**config.mk**
```make
export PLATFORM = sky130hd
export DESIGN_NAME = buffer_escrita_registradores
export DESIGN_NICKNAME = d
export VERILOG_FILES = /design/src/rtl/buffer_escrita_registradores.sv
export SDC_FILE = /design/constraint.sdc
export NUM_CORES = 1
export LEC_CHECK = 0
export CORE_UTILIZATION = 45
export DETAILED_ROUTE_END_ITERATION = 10
export GPL_TIMING_DRIVEN = 1
export PLACE_DENSITY = 0.67
export SLEW_MARGIN = 20
export SYNTH_ARGS = -nofsm -noshare
export SYNTH_HDL_FRONTEND = slang
export SYNTH_SLANG_ARGS = --single-unit
```
**constraint.sdc**
```tcl
create_clock -name clock -period 6.7 [get_ports clock]
set_input_delay 1.005 -clock clock [delete_from_list [all_inputs] [get_ports clock]]
set_output_delay 1.005 -clock clock [all_outputs]
set_load 0.05 [all_outputs]
```
**src/rtl/buffer_escrita_registradores.sv**
```systemverilog
// buffer_escrita_registradores
// Write-back buffer between the execute stage and the register bank write
// port. Results (destination, value) are accepted through a valid/ready
// handshake, queued in a small FIFO and drained one per clock into a
// registered write stage that drives the bank. Values not yet committed to
// the bank are forwarded to the two read ports.
//
// Handshake: a result is taken at a rising edge when entrada_valida and
// entrada_pronta are both high. entrada_pronta depends only on the current
// occupancy, never on a pop in the same cycle. Results for register 0 are
// taken and dropped.
//
// Ports:
//   clock, reset                 rising-edge clock, synchronous active-high reset
//   entrada_valida/entrada_pronta producer handshake
//   endereco_in, dado_in         incoming destination register and value
//   banco_ocupado                bank write port busy, stalls the drain
//   escrita_en, endereco_regd, data_in  registered bank write port
//   endereco_reg1/2              read port addresses to forward for
//   fwd_valido1/2, fwd_valor1/2  forwarding hit and youngest pending value
//   vazio, cheio, ocupacao       FIFO status
module buffer_escrita_registradores #(
   parameter int PROFUNDIDADE = 4,
   parameter int LARGURA_DADO = 32,
   parameter int LARGURA_END  = 5
) (
   input  logic                            clock,
   input  logic                            reset,
   input  logic                            entrada_valida,
   output logic                            entrada_pronta,
   input  logic [LARGURA_END-1:0]          endereco_in,
   input  logic [LARGURA_DADO-1:0]         dado_in,
   input  logic                            banco_ocupado,
   output logic                            escrita_en,
   output logic [LARGURA_END-1:0]          endereco_regd,
   output logic [LARGURA_DADO-1:0]         data_in,
   input  logic [LARGURA_END-1:0]          endereco_reg1,
   input  logic [LARGURA_END-1:0]          endereco_reg2,
   output logic                            fwd_valido1,
   output logic [LARGURA_DADO-1:0]         fwd_valor1,
   output logic                            fwd_valido2,
   output logic [LARGURA_DADO-1:0]         fwd_valor2,
   output logic                            vazio,
   output logic                            cheio,
   output logic [$clog2(PROFUNDIDADE):0]   ocupacao
);

   localparam int PW = $clog2(PROFUNDIDADE);

   logic [LARGURA_END-1:0]  mem_end_q  [PROFUNDIDADE];
   logic [LARGURA_DADO-1:0] mem_dado_q [PROFUNDIDADE];

   logic [PW-1:0]           wr_ptr_q, wr_ptr_d;
   logic [PW-1:0]           rd_ptr_q, rd_ptr_d;
   logic [PW:0]             ocup_q, ocup_d;
   logic                    esc_en_q, esc_en_d;
   logic [LARGURA_END-1:0]  end_q, end_d;
   logic [LARGURA_DADO-1:0] dado_q, dado_d;

   logic push, pop;

   assign vazio          = (ocup_q == '0);
   assign cheio          = (ocup_q == (PW+1)'(PROFUNDIDADE));
   assign entrada_pronta = !cheio;
   assign ocupacao       = ocup_q;
   assign escrita_en     = esc_en_q;
   assign endereco_regd  = end_q;
   assign data_in        = dado_q;

   // Register 0 results complete the handshake but never occupy a slot.
   assign push = entrada_valida && entrada_pronta && (endereco_in != '0);
   assign pop  = !vazio && !banco_ocupado;

   always_comb begin
      wr_ptr_d = wr_ptr_q;
      rd_ptr_d = rd_ptr_q;
      ocup_d   = ocup_q;
      esc_en_d = 1'b0;
      end_d    = end_q;
      dado_d   = dado_q;

      if (push) begin
         wr_ptr_d = wr_ptr_q + 1'b1;
      end
      if (pop) begin
         rd_ptr_d = rd_ptr_q + 1'b1;
         esc_en_d = 1'b1;
         end_d    = mem_end_q[rd_ptr_q];
         dado_d   = mem_dado_q[rd_ptr_q];
      end

      case ({push, pop})
         2'b10:   ocup_d = ocup_q + 1'b1;
         2'b01:   ocup_d = ocup_q - 1'b1;
         default: ocup_d = ocup_q;
      endcase
   end

   always_ff @(posedge clock) begin
      if (reset) begin
         wr_ptr_q <= '0;
         rd_ptr_q <= '0;
         ocup_q   <= '0;
         esc_en_q <= 1'b0;
         end_q    <= '0;
         dado_q   <= '0;
      end else begin
         wr_ptr_q <= wr_ptr_d;
         rd_ptr_q <= rd_ptr_d;
         ocup_q   <= ocup_d;
         esc_en_q <= esc_en_d;
         end_q    <= end_d;
         dado_q   <= dado_d;
      end
   end

   // Storage needs no reset: the pointers and occupancy define what is live.
   always_ff @(posedge clock) begin
      if (push) begin
         mem_end_q[wr_ptr_q]  <= endereco_in;
         mem_dado_q[wr_ptr_q] <= dado_in;
      end
   end

   // Forwarding search. The write stage is checked first and live FIFO
   // entries are then walked oldest to youngest, so a later match overrides
   // an earlier one and the youngest pending value wins. Returns {hit, value}.
   function automatic logic [LARGURA_DADO:0] busca(input logic [LARGURA_END-1:0] a);
      logic [LARGURA_DADO:0] r;
      logic [PW-1:0]         idx;
      r = '0;
      if (a != '0) begin
         if (esc_en_q && (end_q == a)) begin
            r = {1'b1, dado_q};
         end
         for (int i = 0; i < PROFUNDIDADE; i++) begin
            idx = rd_ptr_q + PW'(i);
            if (((PW+1)'(i) < ocup_q) && (mem_end_q[idx] == a)) begin
               r = {1'b1, mem_dado_q[idx]};
            end
         end
      end
      return r;
   endfunction

   always_comb begin
      {fwd_valido1, fwd_valor1} = busca(endereco_reg1);
      {fwd_valido2, fwd_valor2} = busca(endereco_reg2);
   end

endmodule
```
-- Yosys cells after proc, flatten, opt, wreduce, memory -nomap -nowiden
Memories as Yosys holds them, arrays and structs flattened. A register that Yosys moved wholly into a read port is not among the register bits.
Cells that the tools add are included.
- bits in registers: 45
- RAM bits: 148
- input bits: 51
- output and inout bits: 110
- logic and storage cells: 72
- memories kept: 2
- memory list (name ; words ; bits a word ; rd ports ; clocked after Yosys merged registers in ; write ports ; line ; text):
    mem_dado_q ; 4 ; 32 ; 4 ; 1 ; 1 ; 51 ; logic [LARGURA_DADO-1:0] mem_dado_q [PROFUNDIDADE];
    mem_end_q ; 4 ; 5 ; 4 ; 1 ; 1 ; 50 ; logic [LARGURA_END-1:0] mem_end_q [PROFUNDIDADE];
- $add $sub $neg: 6
- order comparisons: 4
- equal/unequal tests: 13
- multiplexer cells: 20
- reductions and logical operators: 21
- operator list (operator ; number):
    $mux W33 ; 12
    $eq A5 B5 Y1 ; 10
    $reduce_bool A5 Y1 ; 3
    $logic_and A1 B1 Y1 ; 13
    $mux W2 ; 4
    $lt A1 B3 Y1 const A ; 2
    $lt A2 B3 Y1 const A ; 2
    $pmux W3 S2 ; 1
    $add A2 B1 Y2 const B ; 2
    $add A2 B2 Y2 const B ; 2
    $add A3 B1 Y3 const B ; 1
    $eq A3 B3 Y1 const B ; 1
    $logic_not A1 Y1 ; 3
    $logic_not A3 Y1 ; 1
    $mux W1 ; 3
    $sub A3 B1 Y3 const B ; 1
    $eq A2 B1 Y1 const B ; 1
    $eq A2 B2 Y1 const B ; 1
    $reduce_bool A2 Y1 ; 1

-- Longest topological paths before layout
Gate-level depths: netlist of run 1.
- depth after elaboration: 8
- gate-level depth with buffers: 10
- depth with buffers taken out: 9

-- Worst setup path after synthesis of run 1
OpenSTA, ideal clock, no wires.
- path kind: in2out
- start: in endereco_reg2[0]
- end: out fwd_valor2[10]
- data arrival time: 3.831 ns
- path slack: 1.864 ns
- stages on the path: 9
- path buffers: 3
- cell sequence: clkbuf_1 xor2_1 nor4_1 nand3_1 o21ba_2 buf_6 clkbuf_1 a221oi_1 o311ai_1
- word-level cells in the longest chain between the ends: 8
- elaborated cells on any way between the ends: 17
- those cells by class: eq/ne (5); mux (6); reduce/logical (6)
- ends and longest elaborated chain (what ; line ; text):
    start, declared ; 38 ; input logic [LARGURA_END-1:0] endereco_reg2,
    $eq A5 B5 Y1 ; 133 ; if (esc_en_q && (end_q == a)) begin
    $logic_and A1 B1 Y1 ; 133 ;
    $mux W33 ; 133 ;
    $mux W33 (4 in series) ; 138 ; if (((PW+1)'(i) < ocup_q) && (mem_end_q[idx] == a)) begin
    $mux W33 * ; 132 ; if (a != '0) begin
    end, declared ; 42 ; output logic [LARGURA_DADO-1:0] fwd_valor2,
Every way passes the cells marked *; elsewhere a longest branch is shown, timed or not.

-- Worst setup path after layout of run 1
- start: reg rd_ptr_q[0]
- end: out fwd_valor1[11]
- word-level cells in the longest chain between the ends: 8
- elaborated cells on any way between the ends: 15
- those cells by class: add/sub (3); eq/ne (3); mux (4); reduce/logical (3); memory (2)
- ends and longest elaborated chain (what ; line ; text):
    start, declared ; 54 ; logic [PW-1:0] rd_ptr_q, rd_ptr_d;
    start signal, assigned ; 109 ; rd_ptr_q <= rd_ptr_d;
    $add A2 B1 Y2 ; 137 ; idx = rd_ptr_q + PW'(i);
    $mem_v2 Z4 W5 ; - ;
    $eq A5 B5 Y1 ; 138 ;
    $logic_and A1 B1 Y1 ; 138 ;
    $mux W33 (2 in series) ; 138 ;
    $mux W33 * ; 138 ;
    $mux W33 * ; 132 ;
    end, declared ; 40 ; output logic [LARGURA_DADO-1:0] fwd_valor1,
Marks and branches as above.

==> results.md, run 1 <==
Run status:
- The run finished with clean final reports.

Setup path:
- In this run the critical register-to-register path is launched from ocupacao[0]$_SDFFE_PP0P_.
- In this run the worst setup path begins at rd_ptr_q[0]$_SDFFE_PP0P_.
- At the worst endpoint, the required time is 5.69 ns.
- At the worst endpoint, the arrival time is 4.99 ns.
- STA classifies the critical path startpoint as a flop.
- The worst setup path is captured at an output port.
- The type of the worst setup path is flop to output port.
- The largest fanout on the critical path is 38.

Floorplanning:
- In this run the core area contains 61 standard-cell rows.
- The chip height is 172 um.
- The I/O pin total is 161.
- The die covers 29500 um2.
- After floorplanning, the core was sized to cover 28100 um2.
- The die is 172 um wide.
- The initial cell density of the core is 46.2%.

Logic synthesis:
- The synthesized net count is 1205.
- Summing the areas of all and, or, nand and nor instances in the mapped netlist gives 12.3% of the synthesized area.
- Counting distinct cell types in the post-synthesis netlist gives 50.
- The synthesized design devotes to its leading area cell type 34.3% of total area.
- Among all flip-flop cells after synthesis, the most frequent one is edfxtp_1.
- The cell area that synthesis handed to floorplanning was 13000 um2.
- The combinational family with the most area after synthesis is multiplexers.
- The biggest area contributor in the post-synthesis netlist is edfxtp_1.
- The share of the Yosys chip area taken by registers is 41.5%.
- Sorting the synthesized cells by area gives the leading types as edfxtp_1 34%, mux4_2 18%, dfxtp_1 7.3%.
- After synthesis, the most frequently instantiated cells are 148 x edfxtp_1, 126 x nand2_1, 106 x mux4_2, 81 x nor2_1, 76 x clkbuf_1.
- The share of async-settable or async-resettable flops after synthesis is 0%.
- For this run, the number of Yosys warnings is 0.
- The synthesized netlist devotes 0.868% of its cell area to adder and majority cells.
- The xor/xnor share of the synthesized area is 3.78%.
- Synthesis inferred 195 register bits.
- The mean area per synthesized cell is 11.3 um2.
- The compound-gate portion of the synthesized area is 14.8%.
- Synthesis handed over a netlist of 1145 instances.
- Multiplexer cells account for 22.5% of the synthesized area.
- The library cell with the highest instance count after synthesis is edfxtp_1.
- The number of enable flip-flop cells after synthesis is 148.

Placement:
- Once placement finished, the instance area stood at 14800 um2.
- The count of buffers inserted at the top-level ports is 160.
- The total half-perimeter wirelength after legalization and detailed placement is 26.1 mm.
- The congestion estimate from routability-driven global placement came to 0.927.

STA:
- The number of max-slew violations in the final report was 0.
- The number of setup violations in the final report is 0.
- In the finished design, the share of the clock period the worst path needs comes to 89.5%.
- The tightest slew margin relative to the limit is 25.2%.
- For the pin with the worst max-slew slack, the measured transition is 1.12 ns.
- Subtracting the final worst setup slack from the clock period gives 6.00 ns.
- The final number of hold-violating endpoints is 0.
- Summed over all failing endpoints, the final setup total negative slack is 0 ns.
- Setup repair after global routing left no endpoint under its margin.
- Based on the critical path, the design can be clocked at up to 0.167 GHz.
- Clock skew on the completed layout was measured at 0.0137 ns.

Cells and area:
- The area growth from synthesis to final layout is 19.0%.
- The finished cells cover 15400 um2.
- The fraction of final layout cells with drive strength greater than 1 is 18.2%.
- The utilization of the core after routing is 55.0%.
- The number of antenna diodes in the final layout is 0.
- The final layout contains 1297 nets.

Pwr:
- The switching power share of the total is 43.2%.
- Per report_power, the combinational group accounts for 48.8% of the total.
- Internal power comes to 2.98 mW.
- Sequential cells account for 31.5% of the total power.
- In this run the static leakage power is 4.91 nW.
- For this design the total switching power over the nets is 2.27 mW.
- Dividing total power by cell area gives a power density of 340 nW/um2.
- The worst voltage drop across the vdd grid is 0.368 mV.
- Of the total power, the clock network draws 19.7%.

Global route:
- The initial antenna violation count was 3.
- The number of global-route vias before repair is 11165.
- After global routing, the most crowded layer is met2.
- The overflow left after global routing is 0.
- Global routing consumed, on the met1 layer, 37.6% of the routing resources.
- The global-route met2 utilization is 46.4%.
- The global-route wire length before repair is 64.0 mm.
- For this run, global-route usage on met3 was measured as 7.66%.
- The largest net degree at the start of global routing is 68.
- The overall global routing resource usage is 29.2%.

Clock network:
- The tree is rooted in a clkbuf_16.
- Counting the buffers created by CTS gives 17.
- The count of instances resized after the clock tree is built is 0.
- TritonCTS built the clock tree.
- Clock tree synthesis found a total of 195 sinks.
- The hold buffer count at cts is 0.
- Post-CTS timing repair inserted 0 buffers for setup.
- The number of buffers on the longest clock path is 2.
- The deepest level of the CTS H-tree is 4.
- The clock-pin slew on the worst setup and hold paths is 0.07 ns.
- The latest clock arrival within the worst-skew pair is 0.44 ns.

Flow run:
- The number of max-cap violations is 0.

Routing:
- The per-cell via count in the routed design is 6.80.
- Once detail routing completed, the nets flagged for antenna violations numbered 0.
- The count of TritonRoute iterations in the first routing pass is 8.
- The routed wire length per instance is 25.9 um.
- Summing over every cut layer, the via total after detailed routing is 11069.
- After detailed routing, the number of remaining DRC violations is 0.
- The routed design has 42.1 mm of wire.
- The DRC marker count from the first detailed-route iteration is 1517.

Hold path:
- The startpoint identified for the worst hold timing path is data_in[18]$_SDFFE_PP0P_.
- The class of the most critical hold timing path is flop to flop.
==> layer usage <==
metal  routed length, um  vias to the layer above
li1                    -                     4744
met1               15900                     5391
met2               19800                      794
met3                4900                      138
met4                1500                        2
met5                  13                        -
==> cells by family (layout without fill, tap and decap cells) <==
group | after synthesis | in the layout
buffers and inverters | 129 | 234
AO/OA/AOI/OAI | 255 | 255
flip-flops | 195 | 195
AND/OR/NAND/NOR | 344 | 344
adder cells (fa/ha/maj) | 9 | 9
multiplexers | 157 | 157
XOR/XNOR | 56 | 56
==> cells in the final DEF (no fill, tap or decap), types with 14 or more instances in the layout <==
cell type,n
a32oi_1,32
xnor2_1,41
xor2_1,15
a21oi_1,62
edfxtp_1,148
dfxtp_1,43
a221oi_1,43
or2_2,14
and3_1,42
nand3_1,47
nor2_1,78
clkbuf_16,17
a221o_1,21
nand2_1,126
clkdlybuf4s50_1,159
mux2i_1,30
mux4_2,106
mux2_2,21
o21ai_0,22
buf_4,31
a311o_1,21
o31ai_1,33
==> worst max-delay path: stages (launching register included) <==
cell and delay [ns]:
dfxtp_4 0.51, buf_4 0.59, mux4_2 0.65, xnor2_1 0.21, nand4_1 0.16, nor2_2 0.83, buf_4 0.37, a32oi_1 0.13
o31ai_1 0.19, clkdlybuf4s50_1 0.90
==> final cells by class <==
cell class	count	area, um2
flip-flops and latches	195	5400
multi-input cells	821	7100
well taps	378	473
repair buffers	192	1840
inverters	10	37.5
clock inverters	15	168
clock buffers	17	425
fillers	2406	12700
==> metrics by stage <==
stage	setup slack, ns	power (mW)	instances	hold slack (ns)
finish	0.705	5.25	1628	0.501
global route	0.587	5.48	1628	0.532
CTS	0.793	5.22	1628	0.497
detailed placement	1.15	4.20	1596	0.484
global placement	1.19	4.17	1596	0.476
floorplan	1.86	3.48	1145	0.538
==> final timing paths <==
check | to | slack (ns) | cells after the start
worst max-delay path | fwd_valor1[11] | 0.70 | 9
worst min-delay path | data_in[18]$_SDFFE_PP0P_ | 0.50 | 2
worst max register to register | ocupacao[2]$_SDFFE_PP0P_ | 3.35 | 9
worst min register to register | data_in[18]$_SDFFE_PP0P_ | 0.50 | 2
==> power groups by stage <==
| stage | combinational [mW] | sequential (mW) | clock, mW |
|---|---|---|---|
| floorplan | 1.70 | 1.78 | 0 |
| global placement | 2.50 | 1.67 | 0 |
| detailed placement | 2.53 | 1.68 | 0 |
| CTS | 2.53 | 1.65 | 1.05 |
| global route | 2.72 | 1.67 | 1.09 |
| finish | 2.56 | 1.65 | 1.04 |
==> sequential cells by signal, indices dropped and copies added, names as in the netlist, named ones only <==
name and flops:
data_in 32, endereco_regd 5, escrita_en 1, mem_dado_q 128, mem_end_q 20, ocupacao 3, rd_ptr_q 2, wr_ptr_q 2
No activity file was read; power rests on OpenSTA's default activity.
==> run 2: changes to the inputs <==
Settings changed: CORE_ASPECT_RATIO set to 0.7, SKIP_LAST_GASP set to 1.
==> results.md, run 2 (synthesis results as in run 1) <==
STA:
- The worst setup margin is 0.864 ns (+0.159 ns).
- The final number of hold-violating endpoints is 0 (unchanged).
- Setup repair after global routing left no endpoint under its margin.
- The number of setup violations in the final report is 0 (unchanged).
- The part of the cycle the worst path needs is 87.1% (-2.4 points).
- The transition at the pin with the smallest max-transition slack was 1.17 ns (+0.0439 ns).
- The number of max-slew violations in the final report is 0 (unchanged).
- The clock period minus final worst setup slack is 5.84 ns (-0.159 ns).
- The final setup TNS is 0 ns (unchanged).
- The tightest slew margin relative to the limit was 22.2% (-2.9 points).
- The largest clock skew in the final design was 0.00855 ns (-0.00520 ns).
- The timing-limited maximum frequency is 0.171 GHz (+2.7%).

Cells and area:
- The count of inserted antenna diode cells is 0 (unchanged).
- The flip-flop count of the largest register after layout was 128 (unchanged).
- The area growth from synthesis to final layout is 18.9% (about the same).
- The register name with the most flops is mem_dado_q.
- The most frequent standard cell in the layout excluding fill and tap cells is clkdlybuf4s50_1.
- The final net count was 1299 (+0.15%).
- The fraction of final layout cells with drive strength greater than 1 was 18.4% (+0.21 points).
- The library cells used most frequently in the layout, excluding fill and tap cells, are 159 x clkdlybuf4s50_1, 148 x edfxtp_1, 126 x nand2_1.

Clock network:
- The clock-pin slew on the worst setup and hold paths is 0.08 ns (about the same).
- TritonCTS built the clock tree.
- The count of instances resized after the clock tree is built is 0 (unchanged).
- The hold buffer count at cts was 0 (unchanged).
- The number of buffers on the longest clock path is 2 (unchanged).
- The total clock buffers created by CTS is 17 (unchanged).
- The deepest level of the CTS H-tree came to 4 (unchanged).
- The buffer type at the clock tree root is clkbuf_16.
- The latest clock arrival within the worst-skew pair is 0.45 ns (about the same).
- The setup fix buffers added after clock tree synthesis was 0 (unchanged).
- The clock net sink count is 195 (unchanged).

Routing:
- The DRC marker count from the first detailed-route iteration is 1348 (-11%).
- The routed wire length per instance is 26.2 um (+1.3%).
- The total routed wirelength is 42.5 mm (+0.94%).
- The total DRC errors in the routed layout is 0 (unchanged).
- The count of TritonRoute iterations in the first routing pass is 6 (-2).
- The per-cell via count in the routed design was 6.82 (+0.33%).
- The count of antenna-violating nets left after detailed routing came to 0 (unchanged).
- The vias after detailed routing was 11071 (+0.018%).

Pwr:
- The reported leakage power is 4.91 nW (+0.16%).
- The worst voltage drop across the vdd grid is 0.379 mV (+2.9%).
- The total power per unit cell area is 339 nW/um2 (-0.16%).

Setup path:
- The kind of end point of the critical path is an output port.
- The endpoint arrival time on the critical path is 4.83 ns (-0.16 ns).
- The worst setup path is launched from an input pin.
- The type of the worst setup path is input pin to output port.
- The data required time at the worst endpoint is 5.69 ns (about the same).
- The largest fanout on the critical path was 16 (-58%).

Placement:
- The pre-CTS setup slack is 1.05 ns (-0.103 ns).
- The global placement routability congestion is 0.925 (-0.29%).
- The total half-perimeter wirelength after legalization and detailed placement is 26.7 mm (+2.5%).
- The count of buffers inserted at the top-level ports is 160 (unchanged).

Global route:
- The largest net degree at the start of global routing is 78 (+15%).
- The initial antenna violation count is 1 (-2).
- The overall global routing resource usage was 28.8% (-0.34 points).
- The overflow left after global routing is 0 (unchanged).
- The global-route wire length before repair is 63.7 mm (-0.41%).
- The number of global-route vias before repair is 10531 (-5.7%).

Floorplanning:
- The I/O pin total is 161 (unchanged).
- The number of placement rows was 51 (-16%).
- The die width is 205 um (+19%).
- The initial cell density of the core came to 46.2% (about the same).
- The area enclosed by the die boundary is 29500 um2 (about the same).
- The chip height came to 144 um (-16%).
- The area of the core came to 28100 um2 (about the same).

Run status:
- The run finished with clean final reports.

Flow run:
- The number of max-cap violations is 0 (unchanged).

Hold path:
- The min-delay analysis places its worst path in the category flop to flop.
==> run 2: cell types whose count changed in the layout (fill, tap and decap cells not counted), sizes merged <==
cell	previous run	this run
buf	33	35
clkbuf	17	19
clkinv	5	7
inv	17	15
bufinv	1	0
clkinvlp	2	1
==> run 2: power by group <==
group / internal, mW / switching (mW)
clock: 0.510 / 0.503
sequential: 1.46 / 0.211
combinational: 0.995 / 1.56
==> run 2: worst paths after layout <==
| kind | to | cells after the start | start | slack, ns |
|---|---|---|---|---|
| setup / recovery | fwd_valor1[31] | 8 | endereco_reg1[0] | 0.86 |
| hold / removal | data_in[6]$_SDFFE_PP0P_ | 2 | data_in[6]$_SDFFE_PP0P_ | 0.50 |
| setup reg to reg | flop | 9 | ocupacao[0]$_SDFFE_PP0P_ | 3.81 |
| hold reg to reg | data_in[6]$_SDFFE_PP0P_ | 2 | data_in[6]$_SDFFE_PP0P_ | 0.50 |
==> run 2: worst max-delay path, cell delays in order <==
cell             delay [ns]
clkdlybuf4s50_1        0.60
xnor2_1                0.33
nor3_1                 0.11
o21ai_2                0.75
buf_4                  0.40
nor2_1                 0.10
o31ai_1                0.58
clkdlybuf4s50_1        0.93
==> run 2: area by class of cell <==
class | instances | area (um2)
Clock buffer | 19 | 453
Timing Repair Buffer | 194 | 1860
Clock inverter | 13 | 119
Multi-Input combinational cell | 821 | 7100
Sequential cell | 195 | 5400
Tap cell | 371 | 464
Fill cell | 2415 | 12700
Inverter | 10 | 37.5
==> run 2: per-layer routing <==
| metal | vias up | routed length (um) | track usage, % |
|---|---|---|---|
| met4 | 2 | 717 | 6.94 |
| met2 | 809 | 18500 | 43.0 |
| met3 | 83 | 5530 | 8.16 |
| li1 | 4732 | - | - |
| met5 | - | 8 | 0 |
| met1 | 5445 | 17800 | 41.4 |
==> run 2: metrics by stage <==
| step | hold WS [ns] | std cells | cell area (um2) | power (mW) | utilization (%) |
|---|---|---|---|---|---|
| 2_1_floorplan | 0.538 | 1145 | 13000 | 3.48 | - |
| 3_3_place_gp | 0.483 | 1591 | 14800 | 4.18 | 52.9 |
| 5_1_grt | 0.513 | 1623 | 15400 | 5.46 | 54.9 |
| 6_report | 0.502 | 1623 | 15400 | 5.23 | 54.9 |
| 4_1_cts | 0.501 | 1623 | 15400 | 5.22 | 54.9 |
| 3_5_place_dp | 0.489 | 1591 | 14800 | 4.21 | 52.9 |
==> run 3: changes to the inputs <==
--- a/constraint.sdc
+++ b/constraint.sdc
@@ -3,2 +3,2 @@
 set_output_delay 1.005 -clock clock [all_outputs]
-set_load 0.05 [all_outputs]
+set_load 0.02 [all_outputs]
==> results.md, run 3 (synthesis results as in run 1) <==
Placement:
- The instance count after placement with tap cells included is 1587 (-0.25%).
- The global placement routability congestion is 0.906 (-2.0%).
- The total half-perimeter wirelength after legalization and detailed placement is 26.2 mm (-1.9%).
- The placed cell area was 14800 um2 (-0.20%).
- The count of buffers inserted at the top-level ports was 160 (unchanged).

Routing:
- The routed wire length per instance came to 25.9 um (-0.93%).
- The per-cell via count in the routed design came to 6.76 (-0.88%).
- The total routed wirelength was 42.0 mm (-1.2%).
- The vias after detailed routing is 10946 (-1.1%).
- The DRC marker count from the first detailed-route iteration came to 1681 (+25%).
- The count of TritonRoute iterations in the first routing pass came to 7 (+1).
- The count of antenna-violating nets left after detailed routing is 0 (unchanged).
- The total DRC errors in the routed layout is 0 (unchanged).

Floorplanning:
- The I/O pin total is 161 (unchanged).
- The chip height came to 144 um (unchanged).
- The area enclosed by the die boundary is 29500 um2 (unchanged).
- The die width is 205 um (unchanged).
- The area of the core came to 28100 um2 (unchanged).
- The initial cell density of the core came to 46.2% (unchanged).
- The number of placement rows was 51 (unchanged).

STA:
- The largest clock skew in the final design is 0.00976 ns (+0.00121 ns).
- Setup repair after global routing left no endpoint under its margin.
- The clock period minus final worst setup slack is 6.11 ns (+0.274 ns).
- The tightest slew margin relative to the limit is 20.8% (-1.4 points).
- The transition at the pin with the smallest max-transition slack came to 1.18 ns (+0.0147 ns).
- The number of setup violations in the final report came to 0 (unchanged).
- The timing-limited maximum frequency is 0.164 GHz (-4.5%).
- The part of the cycle the worst path needs was 91.2% (+4.1 points).
- The number of max-slew violations in the final report was 0 (unchanged).
- The final setup TNS is 0 ns (unchanged).
- The final number of hold-violating endpoints was 0 (unchanged).

Cells and area:
- More flip-flops sit in one register than any other, and that register is mem_dado_q.
- The count of placed standard cells in the final layout, fillers left out is 1619 (-0.25%).
- In the layout the commonest cells are 159 x clkdlybuf4s50_1, 148 x edfxtp_1, 126 x nand2_1.
- Leaving out fill and tap cells, the most frequent cell in the layout is clkdlybuf4s50_1.
- The count of inserted antenna diode cells came to 0 (unchanged).
- The utilization of the core after routing is 54.7% (-0.22 points).
- The flip-flop count of the largest register after layout is 128 (unchanged).
- The final net count is 1295 (-0.31%).
- The fraction of final layout cells with drive strength greater than 1 is 17.8% (-0.58 points).
- The cell area after layout is 15400 um2 (-0.40%).
- The area growth from synthesis to final layout is 18.4%.

Pwr:
- The total power per unit cell area came to 320 nW/um2 (-5.8%).
- The reported leakage power came to 4.86 nW (-1.1%).
- The total chip power is 4.91 mW (-6.2%).
- The worst voltage drop across the vdd grid is 0.352 mV (-7.0%).

Clock network:
- The latest clock arrival within the worst-skew pair is 0.44 ns (about the same).
- The clock-pin slew on the worst setup and hold paths is 0.07 ns (about the same).
- TritonCTS built the clock tree.
- The count of instances resized after the clock tree is built is 0 (unchanged).
- The clock net sink count came to 195 (unchanged).
- The tree is rooted in a clkbuf_16.
- The number of buffers on the longest clock path is 2 (unchanged).
- The deepest level of the CTS H-tree is 4 (unchanged).
- The total clock buffers created by CTS is 17 (unchanged).
- The setup fix buffers added after clock tree synthesis was 0 (unchanged).
- The hold buffer count at cts is 0 (unchanged).

Setup path:
- Among all stages on the critical path, the largest delay is contributed by dfxtp_4.
- The largest stage delay on the critical path is 0.93 ns (about the same).
- The data required time at the worst endpoint is 5.69 ns (about the same).
- The type of the worst setup path is flop to output port.
- The number of cell instances on the worst register-to-register path is 9 (unchanged).
- The critical path depth in cells is 8 (unchanged).
- The register-to-register setup slack was 3.75 ns (-0.06 ns).
- The startpoint of the most critical setup path is rd_ptr_q[1]$_SDFFE_PP0P_.
- The worst setup path endpoint is fwd_valor1[30].
- The cell that appears most often on the critical path is buf_4.
- The number of buffers and inverters on the critical path is 4 (+1).
- The launching point of the worst reg2reg path is ocupacao[0]$_SDFFE_PP0P_.
- The worst setup path is captured at an output port.
- The endpoint arrival time on the critical path is 5.10 ns (+0.27 ns).
- The cell class contributing the biggest share of worst-path delay is buffers and inverters.
- The worst setup path is launched from a flop.
- The largest fanout on the critical path is 63 (+47).
- The signal on the critical path passes through buf_4 -> clkinv_1 -> nor3_1 -> o211a_1 -> buf_4 -> a221oi_1 -> o31ai_1 -> clkdlybuf4s50_1.

Flow run:
- The number of max-cap violations came to 0 (unchanged).

Global route:
- The number of global-route vias before repair is 10601 (+0.66%).
- The initial antenna violation count is 0 (-1).
- The largest net degree at the start of global routing is 64 (-18%).
- The global-route wire length before repair came to 63.2 mm (-0.82%).
- The overall global routing resource usage is 28.8% (-0.068 points).
- The overflow left after global routing is 0 (unchanged).

Run status:
- The run finished with clean final reports.

Hold path:
- The class of the most critical hold timing path is flop to flop.
[run 3: cell count changes in the layout (fill, tap and decap cells not counted), sizes merged]
cell      before  now
bufinv         0    1
inv           15   10
clkbuf        19   18
clkinvlp       1    5
clkinv         7    8
buf           35   31
[run 3: worst min path at each step]
stage | end | start | slack, ns | cells past startpoint
2_1_floorplan | wr_ptr_q[0]$_SDFFE_PP0P_ | wr_ptr_q[0]$_SDFFE_PP0P_ | 0.54 | 2
3_3_place_gp | data_in[18]$_SDFFE_PP0P_ | data_in[18]$_SDFFE_PP0P_ | 0.48 | 2
3_5_place_dp | data_in[4]$_SDFFE_PP0P_ | data_in[4]$_SDFFE_PP0P_ | 0.49 | 2
4_1_cts | data_in[6]$_SDFFE_PP0P_ | data_in[6]$_SDFFE_PP0P_ | 0.50 | 2
5_1_grt | data_in[0]$_SDFFE_PP0P_ | data_in[0]$_SDFFE_PP0P_ | 0.51 | 2
6_report | data_in[6]$_SDFFE_PP0P_ | data_in[6]$_SDFFE_PP0P_ | 0.50 | 2
[run 3: worst register-to-register path, stage by stage, from the launching register on]
cell and delay [ns]:
dfxtp_1 0.50, inv_1 0.11, ha_1 0.22, nor2b_1 0.14
or2_2 0.67, inv_1 0.22, buf_4 0.55, nand2_1 0.15
xnor2_1 0.16, nor2_1 0.06
[run 3: final cells by class]
class	count	area, um2
clock buffers	18	429
repair buffers	190	1820
fillers	2368	12700
well taps	371	464
inverters	10	37.5
flip-flops and latches	195	5400
multi-input cells	821	7100
clock inverters	14	115
[run 3: metal layers]
metal | track usage [%] | part of all wire, % | vias up
met5 | 0 | 0 | -
met4 | 7.60 | 1.5 | 0
met3 | 6.99 | 12 | 76
met2 | 43.3 | 44 | 815
met1 | 41.5 | 42 | 5333
li1 | - | - | 4722
[run 3: per-stage QoR]
step / hold slack, ns / worst slack (ns)
after global routing: 0.512 / 0.304
after global placement: 0.479 / 1.13
after CTS: 0.499 / 0.687
after floorplan: 0.538 / 2.54
final: 0.499 / 0.590
after detailed placement: 0.489 / 1.02
[run 3: where the power goes]
group / internal, mW / switching (mW) / leakage, nW
Clock: 0.508 / 0.460 / 0.251
Combinational: 0.996 / 1.28 / 2.87
Sequential: 1.46 / 0.209 / 1.74
Total: 2.96 / 1.95 / 4.86
